$ cat src/rtl/uart_rx_pkt_ctrl_if.sv
// Byte-strobe input and payload stream output of the UART packet controller.
// master = byte source / payload sink, slave = uart_rx_pkt_ctrl.
interface uart_rx_pkt_ctrl_if;
    logic [7:0] rx_data;
    logic       rx_valid;
    logic       rx_frame_err;
    logic [7:0] pay_data;
    logic       pay_valid;
    logic       pay_ready;
    logic       pay_last;
    logic       pkt_ok;
    logic       pkt_err;
    logic [2:0] err_code;

    modport master (
        output rx_data, rx_valid, rx_frame_err, pay_ready,
        input  pay_data, pay_valid, pay_last, pkt_ok, pkt_err, err_code
    );

    modport slave (
        input  rx_data, rx_valid, rx_frame_err, pay_ready,
        output pay_data, pay_valid, pay_last, pkt_ok, pkt_err, err_code
    );
endinterface

$ cat src/rtl/uart_rx_pkt_ctrl.sv
// Frames UART bytes (SYNC, LEN, payload, CHK=XOR) and releases checked payload on a stream.
// Optional UART_PKT_STATS_EN adds saturating good_cnt/err_cnt outputs.
module uart_rx_pkt_ctrl #(
    parameter logic [7:0]  SYNC_BYTE   = 8'hA5,
    parameter int unsigned MAX_LEN     = 16,
    parameter int unsigned TIMEOUT_CYC = 250_000
) (
    input  logic              clk_fpga,
    input  logic              reset_n,
    uart_rx_pkt_ctrl_if.slave bus
`ifdef UART_PKT_STATS_EN
    ,
    output logic [15:0]       good_cnt,
    output logic [15:0]       err_cnt
`endif
);
    localparam int unsigned IDX_W = $clog2(MAX_LEN + 1);
    localparam int unsigned BUF_W = (MAX_LEN > 1) ? $clog2(MAX_LEN) : 1;
    localparam int unsigned TMO_W = $clog2(TIMEOUT_CYC);

    typedef enum logic [2:0] {S_IDLE, S_LEN, S_PAY, S_CHK, S_DRAIN} state_t;
    typedef enum logic [2:0] {
        E_NONE = 3'd0, E_CHK = 3'd1, E_LEN = 3'd2, E_TMO = 3'd3, E_FRAME = 3'd4, E_OVR = 3'd5
    } err_t;

    state_t             r_state, w_state_nx;
    err_t               r_err_code, w_code;
    logic               w_ok, w_err;
    logic               r_pkt_ok, r_pkt_err;
    logic [IDX_W-1:0]   r_idx, r_len;
    logic [7:0]         r_chk;
    logic [TMO_W-1:0]   r_tmo;
    logic [7:0]         r_buf [MAX_LEN];

    logic w_byte, w_len_bad, w_idx_last, w_tmo_hit, w_active, w_pay_valid, w_hs;

    assign w_byte      = bus.rx_valid && !bus.rx_frame_err;
    assign w_len_bad   = (bus.rx_data == 8'd0) || (bus.rx_data > 8'(MAX_LEN));
    assign w_idx_last  = (r_idx == r_len - IDX_W'(1));
    assign w_tmo_hit   = (r_tmo == TMO_W'(TIMEOUT_CYC - 1));
    assign w_active    = (r_state == S_LEN) || (r_state == S_PAY) || (r_state == S_CHK);
    assign w_pay_valid = (r_state == S_DRAIN);
    assign w_hs        = w_pay_valid && bus.pay_ready;

    always_ff @(posedge clk_fpga or negedge reset_n) begin
        if (!reset_n) r_state <= S_IDLE;
        else          r_state <= w_state_nx;
    end

    // A received byte always takes priority over a timeout landing in the same cycle.
    always_comb begin
        w_state_nx = r_state;
        w_ok       = 1'b0;
        w_err      = 1'b0;
        w_code     = E_NONE;
        unique case (r_state)
            S_IDLE: begin
                if (w_byte && (bus.rx_data == SYNC_BYTE)) w_state_nx = S_LEN;
            end
            S_LEN, S_PAY, S_CHK: begin
                if (bus.rx_valid && bus.rx_frame_err) begin
                    w_err = 1'b1; w_code = E_FRAME; w_state_nx = S_IDLE;
                end else if (bus.rx_valid) begin
                    if (r_state == S_LEN) begin
                        if (w_len_bad) begin
                            w_err = 1'b1; w_code = E_LEN; w_state_nx = S_IDLE;
                        end else begin
                            w_state_nx = S_PAY;
                        end
                    end else if (r_state == S_PAY) begin
                        if (w_idx_last) w_state_nx = S_CHK;
                    end else if (bus.rx_data == r_chk) begin
                        w_ok = 1'b1; w_state_nx = S_DRAIN;
                    end else begin
                        w_err = 1'b1; w_code = E_CHK; w_state_nx = S_IDLE;
                    end
                end else if (w_tmo_hit) begin
                    w_err = 1'b1; w_code = E_TMO; w_state_nx = S_IDLE;
                end
            end
            S_DRAIN: begin
                if (bus.rx_valid) begin
                    w_err = 1'b1; w_code = E_OVR;
                end
                if (w_hs && w_idx_last) w_state_nx = S_IDLE;
            end
            default: w_state_nx = S_IDLE;
        endcase
    end

    always_ff @(posedge clk_fpga or negedge reset_n) begin
        if (!reset_n) begin
            r_len      <= '0;
            r_idx      <= '0;
            r_chk      <= '0;
            r_tmo      <= '0;
            r_pkt_ok   <= 1'b0;
            r_pkt_err  <= 1'b0;
            r_err_code <= E_NONE;
        end else begin
            r_pkt_ok  <= w_ok;
            r_pkt_err <= w_err;
            if (w_err) r_err_code <= w_code;
            if (!w_active || bus.rx_valid || w_tmo_hit) r_tmo <= '0;
            else                                        r_tmo <= r_tmo + TMO_W'(1);
            unique case (r_state)
                S_LEN: begin
                    if (w_state_nx == S_PAY) begin
                        r_len <= bus.rx_data[IDX_W-1:0];
                        r_chk <= bus.rx_data;
                        r_idx <= '0;
                    end
                end
                S_PAY: begin
                    if (w_byte) begin
                        r_chk <= r_chk ^ bus.rx_data;
                        r_idx <= r_idx + IDX_W'(1);
                    end
                end
                S_CHK:   r_idx <= '0;
                S_DRAIN: if (w_hs) r_idx <= r_idx + IDX_W'(1);
                default: ;
            endcase
        end
    end

    always_ff @(posedge clk_fpga) begin
        if ((r_state == S_PAY) && w_byte) r_buf[r_idx[BUF_W-1:0]] <= bus.rx_data;
    end

    assign bus.pay_valid = w_pay_valid;
    assign bus.pay_data  = w_pay_valid ? r_buf[r_idx[BUF_W-1:0]] : '0;
    assign bus.pay_last  = w_pay_valid && w_idx_last;
    assign bus.pkt_ok    = r_pkt_ok;
    assign bus.pkt_err   = r_pkt_err;
    assign bus.err_code  = r_err_code;

`ifdef UART_PKT_STATS_EN
    logic [15:0] r_good_cnt, r_err_cnt;

    always_ff @(posedge clk_fpga or negedge reset_n) begin
        if (!reset_n) begin
            r_good_cnt <= '0;
            r_err_cnt  <= '0;
        end else begin
            if (r_pkt_ok && (r_good_cnt != '1))  r_good_cnt <= r_good_cnt + 16'd1;
            if (r_pkt_err && (r_err_cnt != '1))  r_err_cnt  <= r_err_cnt + 16'd1;
        end
    end

    assign good_cnt = r_good_cnt;
    assign err_cnt  = r_err_cnt;
`endif
endmodule
$ cat src/flat_wrapper.sv
// flat-port wrapper written by rule: the top's interface ports become plain ports
module uart_rx_pkt_ctrl_flat 
#(
    parameter logic [7:0]  SYNC_BYTE   = 8'hA5,
    parameter int unsigned MAX_LEN     = 16,
    parameter int unsigned TIMEOUT_CYC = 250_000
)
  (clk_fpga, reset_n, bus_rx_data, bus_rx_valid, bus_rx_frame_err, bus_pay_ready, bus_pay_data, bus_pay_valid, bus_pay_last, bus_pkt_ok, bus_pkt_err, bus_err_code);
  uart_rx_pkt_ctrl_if bus_i ();
  input  logic clk_fpga;
  input  logic reset_n;
  input wire logic [$bits(bus_i.rx_data)-1:0] bus_rx_data;
  input wire logic [$bits(bus_i.rx_valid)-1:0] bus_rx_valid;
  input wire logic [$bits(bus_i.rx_frame_err)-1:0] bus_rx_frame_err;
  input wire logic [$bits(bus_i.pay_ready)-1:0] bus_pay_ready;
  output wire logic [$bits(bus_i.pay_data)-1:0] bus_pay_data;
  output wire logic [$bits(bus_i.pay_valid)-1:0] bus_pay_valid;
  output wire logic [$bits(bus_i.pay_last)-1:0] bus_pay_last;
  output wire logic [$bits(bus_i.pkt_ok)-1:0] bus_pkt_ok;
  output wire logic [$bits(bus_i.pkt_err)-1:0] bus_pkt_err;
  output wire logic [$bits(bus_i.err_code)-1:0] bus_err_code;
  assign bus_i.rx_data = bus_rx_data;
  assign bus_i.rx_valid = bus_rx_valid;
  assign bus_i.rx_frame_err = bus_rx_frame_err;
  assign bus_i.pay_ready = bus_pay_ready;
  assign bus_pay_data = bus_i.pay_data;
  assign bus_pay_valid = bus_i.pay_valid;
  assign bus_pay_last = bus_i.pay_last;
  assign bus_pkt_ok = bus_i.pkt_ok;
  assign bus_pkt_err = bus_i.pkt_err;
  assign bus_err_code = bus_i.err_code;
  uart_rx_pkt_ctrl #(.SYNC_BYTE(SYNC_BYTE), .MAX_LEN(MAX_LEN), .TIMEOUT_CYC(TIMEOUT_CYC)) u_core (.clk_fpga(clk_fpga), .reset_n(reset_n), .bus(bus_i));
endmodule
$ cat config.mk
export PLATFORM = sky130hd
export DESIGN_NAME = uart_rx_pkt_ctrl_flat
export DESIGN_NICKNAME = d
export VERILOG_FILES = /design/src/rtl/uart_rx_pkt_ctrl_if.sv /design/src/rtl/uart_rx_pkt_ctrl.sv /design/src/flat_wrapper.sv
export SDC_FILE = /design/constraint.sdc
export NUM_CORES = 1
export LEC_CHECK = 0
export ABC_AREA = 1
export CORE_MARGIN = 2
export CORE_UTILIZATION = 45
export CTS_BUF_LIST = sky130_fd_sc_hd__clkbuf_8
export DETAILED_ROUTE_END_ITERATION = 8
export PLACE_DENSITY_LB_ADDON = 0.25
export SLEW_MARGIN = 5
export SYNTH_ARGS = -nofsm -noshare
export SYNTH_HDL_FRONTEND = slang
export SYNTH_SLANG_ARGS = --single-unit
export TNS_END_PERCENT = 10
$ cat constraint.sdc
create_clock -name clk_fpga -period 2.3 [get_ports clk_fpga]
set_clock_uncertainty 0.15 [all_clocks]
set_input_delay 0.575 -clock clk_fpga [delete_from_list [all_inputs] [get_ports clk_fpga]]
set_output_delay 0.575 -clock clk_fpga [all_outputs]
set_load 0.01 [all_outputs]
==> impl_metrics.toml, run 1 <==
[finish]
final_nets = 882
regArea_um2 = 4950
fill_cells = 1377
drive_above_1_share_pct = 21.5
fin_util_pct = 57.2
area_delta_synth_final_pct = 23.4
multi_input_area_um2 = 2610
antenna_cells = 0

[synthesis]
synthFlopType = "edfxtp_1"
synth_cell_types = 37
yosysWarnings = 0
synth.ff_latch_count = 172
async_reset_ff_share_pct = 25.6
yosysTopAreaCell = "edfxtp_1"
yosysMostFrequentCell = "nand2_1"
synth.avg_cell_area_um2 = 10.3
synth_nets = 767
netlist.area_leader.share_pct = 49.8
synth.top_cells.by_area = "edfxtp_1 50%, dfrtp_1 14%, nand2_1 6.4%, nor2_1 6.0%, o21ai_0 5.5%"
synth-edff-count = 128
yosysSeqAreaShare_pct = 64.1
synth_area_um2 = 7710
synthCells = 748
synth_common_cells = "131 x nand2_1, 128 x edfxtp_1, 124 x nor2_1, 84 x o21ai_0"

[floorplan]
die_area_um2 = 18200
die_h_um = 135
boundaryPins = 28
fp.coreArea_um2 = 16600
start_util_pct = 46.3
die_w_um = 135
rows = 47

[worst_hold_path]
hold_class = "reg -> reg"

[sta]
slew_violations = 0
tightestPinTransition_ns = 0.592
setup_viol = 9
fin_tns_setup_ns = -3.82
fmaxAchievable_mhz = 363
finalHoldViolCount = 0
period_share_pct = 120
layout_min_cycle_time_ns = 2.75
slew_headroom_pct = 60.5
rsz0062_at_grt = "true"
layout_setup_ws_ns = -0.453

[clock_tree]
cts_root_buf = "clkbuf_8"
h-tree-depth = 4
numClockSinks = 172
clk_pin_slew_ns = 0.09
clock_latency_ns = 0.47
cts_tree = "yes"
cts-buffers-inserted = 17
cts_buffer_depth = 2

[grt]
grt.overflow.total = 0
grt_first_pass_wirelength_um = 31700
antenna_found_initial = 0
grt_start_max_net_pins = 31
first_global_vias = 5971
track_usage_pct = 23.3

[place]
numPortBuffers = 27
hpwl_um = 13900
gp_congestion = 0.946

[detailed_routing]
ant_nets = 0
dr.pass1.iters = 5
drt_iter0_markers = 496
vias = 6060
vias_per_cell = 5.53
wire_per_inst_um = 18.5
drcViolationCount = 0
routed_wl_um = 20200

[outcome]
status = "complete, but fails checks"
violations = "setup timing"

[critical_path]
crit_type = "reg -> out"
crit_arrival_ns = 2.03
crit_required_ns = 1.57
worstSetupEndpointType = "output port"
worstSetupStartpointType = "register"
crit_fanout = 6

[flow_run]
max_cap_viol_count = 0

[pwr]
p_total_w = 0.00608
power_density_nw_per_um2 = 639
ir_worst_vdd_uv = 393
p_leak_nw = 3.76
-- final timing paths --
check / start / endpoint / slack, ns / cells past startpoint
setup / recovery: u_core.r_idx[1]$_DFFE_PN0P_ / bus_pay_data[1] / -0.45 / 8
hold / removal: u_core.r_tmo[0]$_DFF_PN0_ / u_core.r_tmo[0]$_DFF_PN0_ / 0.32 / 1
setup reg to reg: u_core.r_tmo[0]$_DFF_PN0_ / u_core.r_tmo[16]$_DFF_PN0_ / 0.25 / 8
hold reg to reg: u_core.r_tmo[0]$_DFF_PN0_ / u_core.r_tmo[0]$_DFF_PN0_ / 0.32 / 1
max in group asynchronous: reset_n / u_core.r_tmo[2]$_DFF_PN0_ / 0.95 / 3
min in group asynchronous: reset_n / u_core.bus.err_code[1]$_DFFE_PN0P_ / 0.43 / 2
-- repair_timing --
| action | in CTS | in global routing |
|---|---|---|
| gates resized for setup | 66 | 32 |
| hold buffers | 1 | 0 |
| setup buffers | 4 | 2 |
| hold endpoints to repair | 17 | 0 |
| pin swaps | 19 | 18 |
| endpoints found under the setup margin | 10 | 28 |
| gates cloned | 0 | 1 |
-- through the flow --
step / instance area (um2) / setup slack, ns / cells / hold slack (ns)
after floorplan: 7710 / 0.0582 / 748 / 0.129
after global placement: 8880 / -0.523 / 1056 / 0.294
after detailed placement: 8880 / -0.552 / 1056 / 0.307
after CTS: 9380 / -0.490 / 1093 / 0.318
after global routing: 9520 / -0.542 / 1096 / 0.374
final: 9520 / -0.453 / 1096 / 0.317
-- cell families (layout without fill, tap and decap cells) --
group                      Yosys count  after routing  synth area share [%]
xor gates and xnor gates            10             10                  1.14
adders and majority gates            6              6                 0.973
DFF                                172            172                  64.1
buffers and inverters               77            205                  4.06
AOI/OAI and AO/OA                  146            146                  10.7
and+or+nand+nor                    337            337                  19.1
-- flip-flops by register name, summed over array words and instances, names as in the netlist --
register             flops
u_core.bus.err_code      3
u_core.bus.pkt_err       1
u_core.bus.pkt_ok        1
u_core.r_buf           128
u_core.r_chk             8
u_core.r_idx             5
u_core.r_len             5
u_core.r_state           3
u_core.r_tmo            18
-- critical path, stage by stage, from the launching register on --
cell and delay [ns]:
dfrtp_1 0.43, inv_2 0.11, buf_6 0.10, buf_12 0.10, o21ai_0 0.08, o22ai_1 0.16, nand3_1 0.18, a41oi_2 0.22
buf_2 0.18
-- cell usage in the layout (no fill, tap or decap), types with 14 or more instances in the layout --
master,netlist,final
o22ai_1,32,24
dfrtp_1,44,43
nor2_1,124,123
o21ai_0,84,72
clkbuf_8,0,17
nand3_1,44,42
nand2_1,131,128
edfxtp_1,128,128
inv_1,39,38
clkdlybuf4s50_1,0,14
buf_4,1,82
-- cell type report --
type                       count  area share (%)
inverter                      48            1.97
timing repair buffer         125            11.6
multi-input combinational    499            27.5
clock buffer                  17            2.46
tap                          220            2.89
sequential                   172            52.0
clock inverter                15            1.68
-- per-layer routing --
layer / share of wire [%] / vias up / global-route usage [%]
li1: - / 2853 / -
met1: 42 / 2938 / 30.1
met2: 49 / 237 / 38.4
met3: 6.7 / 32 / 4.09
met4: 2.4 / 0 / 10.6
met5: 0 / - / 0
-- power by group --
| part | switching (W) | total [W] | internal (W) |
|---|---|---|---|
| Combinational | 0.000318 | 0.000544 | 0.000227 |
| Clock | 0.00119 | 0.00208 | 0.000890 |
| Sequential | 0.0000513 | 0.00346 | 0.00341 |
(Power assumes the default switching activity.)
==> run 2, diff against run 1 <==
- ABC_AREA: 1 -> not set
- clock period: 2.3 -> 2.7 ns (I/O delays scaled with it)
==> impl_metrics.toml, run 2 <==
[detailed_routing]
wl_met2_um = 8930
dr.pass1.iters = 4
drt_iter0_markers = 280
vias = 4469
m1WireLength_um = 6940
wire_per_inst_um = 20.6
routed_wl_um = 16800
wl_met3_um = 706
ant_nets = 0
vias_per_cell = 5.48
drcViolationCount = 0
routed.top_layer = "met4"

[synthesis]
synthXorXnorAreaFrac_pct = 3.92
synth.avg_cell_area_um2 = 16.4
yosysWarnings = 0
synth_area_um2 = 7610
yosys.area_share.adder_pct = 0.987
synthSimpleGateAreaFrac_pct = 8.67
synth_common_cells = "128 x edfxtp_1, 44 x dfrtp_1, 39 x nor2_1, 30 x xnor2_1, 24 x nand3_1"
synthFlopType = "edfxtp_1"
synth-compound-area-share_pct = 4.56
async_reset_ff_share_pct = 25.6
yosysSeqAreaShare_pct = 65.0
synth.ff_latch_count = 172
netlist.area_leader.share_pct = 50.5
synthCells = 463
yosysMostFrequentCell = "edfxtp_1"
synth_top_family_by_area = "multiplexers"
synth_nets = 482
synth-edff-count = 128
yosysTopAreaCell = "edfxtp_1"
muxShareOfSynthArea_pct = 13.8
synth.top_cells.by_area = "edfxtp_1 51%, dfrtp_1 14%, mux4_1 7.3%, mux4_2 5.6%, xnor2_1 3.5%"
synth_cell_types = 50

[finish]
antenna_cells = 0
area_delta_synth_final_pct = 20.8
fill_cells = 1306
final_common_cell = "edfxtp_1"
final_cell_area_um2 = 9190
final_nets = 602
layout_common_cells = "128 x edfxtp_1, 76 x buf_4, 43 x dfrtp_1"
drive_above_1_share_pct = 31.5
largest_reg_flops = 128

[outcome]
status = "complete, but fails checks"
violations = "setup timing"

[pwr]
p_total_w = 0.00497
p_leak_nw = 3.33
power.share.switching_pct = 23.2
power.switching_w = 0.00115
power_density_nw_per_um2 = 541
clkPwrFrac_pct = 33.0
ir_worst_vdd_uv = 335
internal_power_w = 0.00382
pwr-share-seq_pct = 58.1
p_comb_share_pct = 8.9

[grt]
grt_start_max_net_pins = 20
first_global_vias = 4691
grt.overflow.total = 0
antenna_found_initial = 0
grt_first_pass_wirelength_um = 26400
track_usage_pct = 19.9

[critical_path]
crit_arrival_ns = 2.60
crit_fanout = 4
worstSetupEndpointType = "output port"
path_cells = "buf_6 > buf_12 > buf_16 > buf_6 > mux4_2 > mux4_2 > and2_1 > buf_2"
crit_type = "reg -> out"
crit_required_ns = 1.88
path_delay_family = "multiplexers"
slowest_stage = "mux4_2"
r2r_slack_ns = 0.52
worstSetupStartpointType = "register"
critPathMaxStageDelay_ns = 0.47
crit_buf_inv = 5

[sta]
tightestPinTransition_ns = 0.451
slew_violations = 0
fmaxAchievable_mhz = 292
layout_setup_ws_ns = -0.724
finalHoldViolCount = 0
slew_headroom_pct = 70.0
period_share_pct = 127
setup_viol = 10
rsz0062_at_grt = "true"
layout_min_cycle_time_ns = 3.42

[flow_run]
max_cap_viol_count = 0

[floorplan]
die_area_um2 = 18000
die_w_um = 134
die_h_um = 134
rows = 47
start_util_pct = 46.0
boundaryPins = 28
fp.coreArea_um2 = 16500

[place]
numPortBuffers = 27
place_area_um2 = 8610
gp_congestion = 0.821
hpwl_um = 11500

[clock_tree]
cts_buffer_depth = 2
numClockSinks = 172
clk_pin_slew_ns = 0.08
cts_tree = "yes"
clock_latency_ns = 0.46
h-tree-depth = 4
cts_root_buf = "clkbuf_8"
cts-buffers-inserted = 17

[worst_hold_path]
hold_class = "reg -> reg"
==> run 2: changes by cell type in the layout (fill, tap and decap cells not counted), sizes merged, moves of 25 or more <==
cell,previous run,this run
o21ai,84,4
xnor2,5,30
inv,51,14
nor2,126,39
mux4,0,40
o22ai,32,0
nand2,136,16
==> run 2: cell families (layout without fill, tap and decap cells) <==
group,count (synthesis),in the layout
adders and majority gates,6,6
xor gates and xnor gates,34,34
DFF,172,172
buffers and inverters,30,163
AOI/OAI and AO/OA,44,44
muxes,46,46
and+or+nand+nor,131,131
==> run 2: timing repair <==
item | CTS | global route
setup buffers | 10 | 1
resized for setup | 68 | 8
setup endpoints to repair | 10 | 10
hold buffers | 1 | 0
hold endpoints to repair | 13 | 0
gates cloned | 3 | 0
pin swaps | 4 | 2
==> run 2: layer usage <==
layer | GRT usage (%) | vias to the layer above
met5 | 0 | -
met4 | 6.96 | 0
met3 | 4.08 | 26
met2 | 35.1 | 123
met1 | 24.4 | 2289
li1 | - | 2031
==> run 2: worst register-to-register path, delay by kind of cell, from the launching register on <==
| family | cells | cell delay [ns] |
|---|---|---|
| simple gates | 3 | 0.85 |
| flops | 1 | 0.42 |
| fa+ha+maj | 1 | 0.23 |
| compound gates | 2 | 0.42 |
==> run 2: metrics by stage <==
step / setup WS, ns / utilization, % / setup TNS, ns / hold slack [ns] / cells
finish: -0.724 / 55.6 / -5.16 / 0.353 / 816
CTS: -0.741 / 55.4 / -5.54 / 0.356 / 815
detailed placement: -0.464 / 52.1 / -5.99 / 0.334 / 769
floorplan: 0.0384 / - / 0 / 0.229 / 463
global placement: -0.426 / 52.1 / -5.24 / 0.331 / 769
global route: -0.771 / 55.6 / -5.77 / 0.367 / 816
==> run 2: final timing paths <==
check	to	cells after the start	from
worst max-delay path	bus_pay_data[4]	8	u_core.r_idx[0]$_DFFE_PN0P_
worst min-delay path	u_core.bus.err_code[2]$_DFFE_PN0P_	1	u_core.bus.err_code[2]$_DFFE_PN0P_
worst max register to register	u_core.bus.err_code[1]$_DFFE_PN0P_	6	u_core.r_tmo[0]$_DFF_PN0_
worst min register to register	u_core.bus.err_code[2]$_DFFE_PN0P_	1	u_core.bus.err_code[2]$_DFFE_PN0P_
max in group asynchronous	u_core.r_chk[0]$_DFFE_PN0P_	3	reset_n
min in group asynchronous	u_core.r_len[2]$_DFFE_PN0P_	2	reset_n
==> run 2: final cells by class <==
type                    instances  area [um2]  share of cell area, %
clock buffers                  17         234                   2.55
clock inverters                15         121                   1.32
inverters                      11        41.3                  0.449
multi-input cells             261        2420                   26.3
flip-flops and latches        172        4950                   53.8
well taps                     220         275                   3.00
repair buffers                120        1150                   12.6
==> run 2: power groups by stage <==
stage	Clock, W	Combinational [W]	Sequential (W)
floorplan	0	0.000195	0.00295
global placement	0	0.000366	0.00294
detailed placement	0	0.000375	0.00295
CTS	0.00167	0.000439	0.00289
global route	0.00177	0.000479	0.00289
finish	0.00164	0.000444	0.00289
==> run 3, diff against run 2 <==
- CELL_PAD_IN_SITES_DETAIL_PLACEMENT: not set -> 1
- CELL_PAD_IN_SITES_GLOBAL_PLACEMENT: not set -> 1
==> impl_metrics.toml, run 3 (same netlist as run 2, synthesis figures left out) <==
[outcome]
status = "complete, but fails checks"
violations = "setup timing"

[finish]
drive_above_1_share_pct = 30.8
largest_reg_flops = 128
layout_common_cells = "128 x edfxtp_1, 70 x buf_4, 43 x dfrtp_1"
final_nets = 593
final_cell_area_um2 = 9090
final_common_cell = "edfxtp_1"
antenna_cells = 0
area_delta_synth_final_pct = 19.5

[sta]
slew_violations = 0
layout_setup_ws_ns = -0.597
period_share_pct = 122
setup_viol = 9
slew_headroom_pct = 68.4
layout_min_cycle_time_ns = 3.30
fmaxAchievable_mhz = 303
finalHoldViolCount = 0
whs_ns = 0.356
rsz0062_at_grt = "true"
tightestPinTransition_ns = 0.473

[critical_path]
crit_start = "u_core.r_idx[0]$_DFFE_PN0P_"
reg2reg_from = "u_core.r_idx[0]$_DFFE_PN0P_"
crit_arrival_ns = 2.47
crit_fanout = 5
worstSetupStartpointType = "register"
worstSetupEndpointType = "output port"
crit_required_ns = 1.88
crit_type = "reg -> out"

[detailed_routing]
dr.pass1.iters = 5
wl_met3_um = 699
ant_nets = 0
vias = 4597
wl_met2_um = 9940
routed.top_layer = "met4"
wire_per_inst_um = 23.7
m1WireLength_um = 7960
routed_wl_um = 19200
drt_iter0_markers = 356
drcViolationCount = 0
vias_per_cell = 5.70

[grt]
track_usage_pct = 22.7
grt_first_pass_wirelength_um = 29600
first_global_vias = 4875
antenna_found_initial = 0
grt.overflow.total = 0
grt_start_max_net_pins = 32

[place]
place_area_um2 = 8580
hpwl_um = 12800
gp_congestion = 0.790
numPortBuffers = 27

[clock_tree]
cts_root_buf = "clkbuf_8"
clock_latency_ns = 0.46
clk_pin_slew_ns = 0.09
h-tree-depth = 4
numClockSinks = 172
cts-buffers-inserted = 17
cts_buffer_depth = 2
cts_tree = "yes"

[floorplan]
boundaryPins = 28
fp.coreArea_um2 = 16500
die_w_um = 134
rows = 47
die_area_um2 = 18000
start_util_pct = 46.0
die_h_um = 134

[worst_hold_path]
min_from = "u_core.bus.err_code[2]$_DFFE_PN0P_"
hold_class = "reg -> reg"

[pwr]
pwr-share-seq_pct = 56.8
p_leak_nw = 3.27
power_density_nw_per_um2 = 560
power.share.switching_pct = 23.4
p_comb_share_pct = 8.4
ir_worst_vdd_uv = 313
power.switching_w = 0.00119
clkPwrFrac_pct = 34.9
internal_power_w = 0.00390

[flow_run]
max_cap_viol_count = 0
-- run 3: cell count changes in the layout (fill, tap and decap cells not counted), moves of 2 or more --
cell | previous run | this run
buf_12 | 10 | 8
buf_4 | 76 | 70
mux4_2 | 34 | 37
mux4_1 | 6 | 3
buf_6 | 9 | 11
clkinvlp_4 | 4 | 2
buf_16 | 3 | 1
-- run 3: layout make-up --
| type | instances | area [um2] |
|---|---|---|
| clock buffers | 17 | 234 |
| inverters | 11 | 41.3 |
| flip-flops and latches | 172 | 4950 |
| repair buffers | 111 | 1040 |
| fillers | 1588 | 7440 |
| clock inverters | 15 | 148 |
| multi-input cells | 261 | 2410 |
| well taps | 220 | 275 |
-- run 3: critical path, stage by stage, from the launching register on --
cell and delay [ns]:
dfrtp_2 0.45, buf_6 0.15, buf_12 0.13, mux4_2 0.51, mux4_2 0.49, and2_4 0.18, buf_6 0.11
-- run 3: routing by layer --
layer / vias up / global-route usage [%]
li1: 2019 / -
met1: 2408 / 29.0
met2: 135 / 39.3
met3: 35 / 3.74
met4: 0 / 8.60
met5: - / 0
-- run 3: stage by stage --
stage	total power (W)	worst slack [ns]	std cells	utilization, %	setup TNS, ns
2_1_floorplan	0.00315	0.0384	463	-	0
3_3_place_gp	0.00331	-0.409	765	51.9	-6.31
3_5_place_dp	0.00333	-0.464	765	51.9	-7.63
4_1_cts	0.00513	-0.683	809	55.3	-5.63
5_1_grt	0.00525	-0.668	807	55.0	-5.73
6_report	0.00509	-0.597	807	55.0	-5.08
-- run 3: worst paths after layout --
check,to,slack (ns),depth (start not counted)
setup / recovery,bus_pay_data[3],-0.60,6
hold / removal,u_core.bus.err_code[2]$_DFFE_PN0P_,0.36,1
setup reg to reg,u_core.r_buf[2][1]$_DFFE_PP_,0.44,8
hold reg to reg,u_core.bus.err_code[2]$_DFFE_PN0P_,0.36,1
max in group asynchronous,u_core.r_tmo[16]$_DFF_PN0_,1.13,3
min in group asynchronous,u_core.r_len[2]$_DFFE_PN0P_,0.51,2
-- run 3: power by group through the flow --
stage | sequential (W) | clock (W) | combinational (W)
finish | 0.00289 | 0.00177 | 0.000426
global route | 0.00289 | 0.00189 | 0.000465
CTS | 0.00289 | 0.00180 | 0.000439
detailed placement | 0.00294 | 0 | 0.000385
global placement | 0.00294 | 0 | 0.000372
floorplan | 0.00295 | 0 | 0.000195
-- run 3: repair_timing --
| item | CTS | global route |
|---|---|---|
| hold buffers | 1 | 0 |
| endpoints found under the hold margin | 13 | 0 |
| pin swaps | 8 | 1 |
| setup endpoints to repair | 10 | 10 |
| buffers inserted | 8 | 0 |
| gates resized for setup | 69 | 6 |
| gates cloned | 3 | 0 |
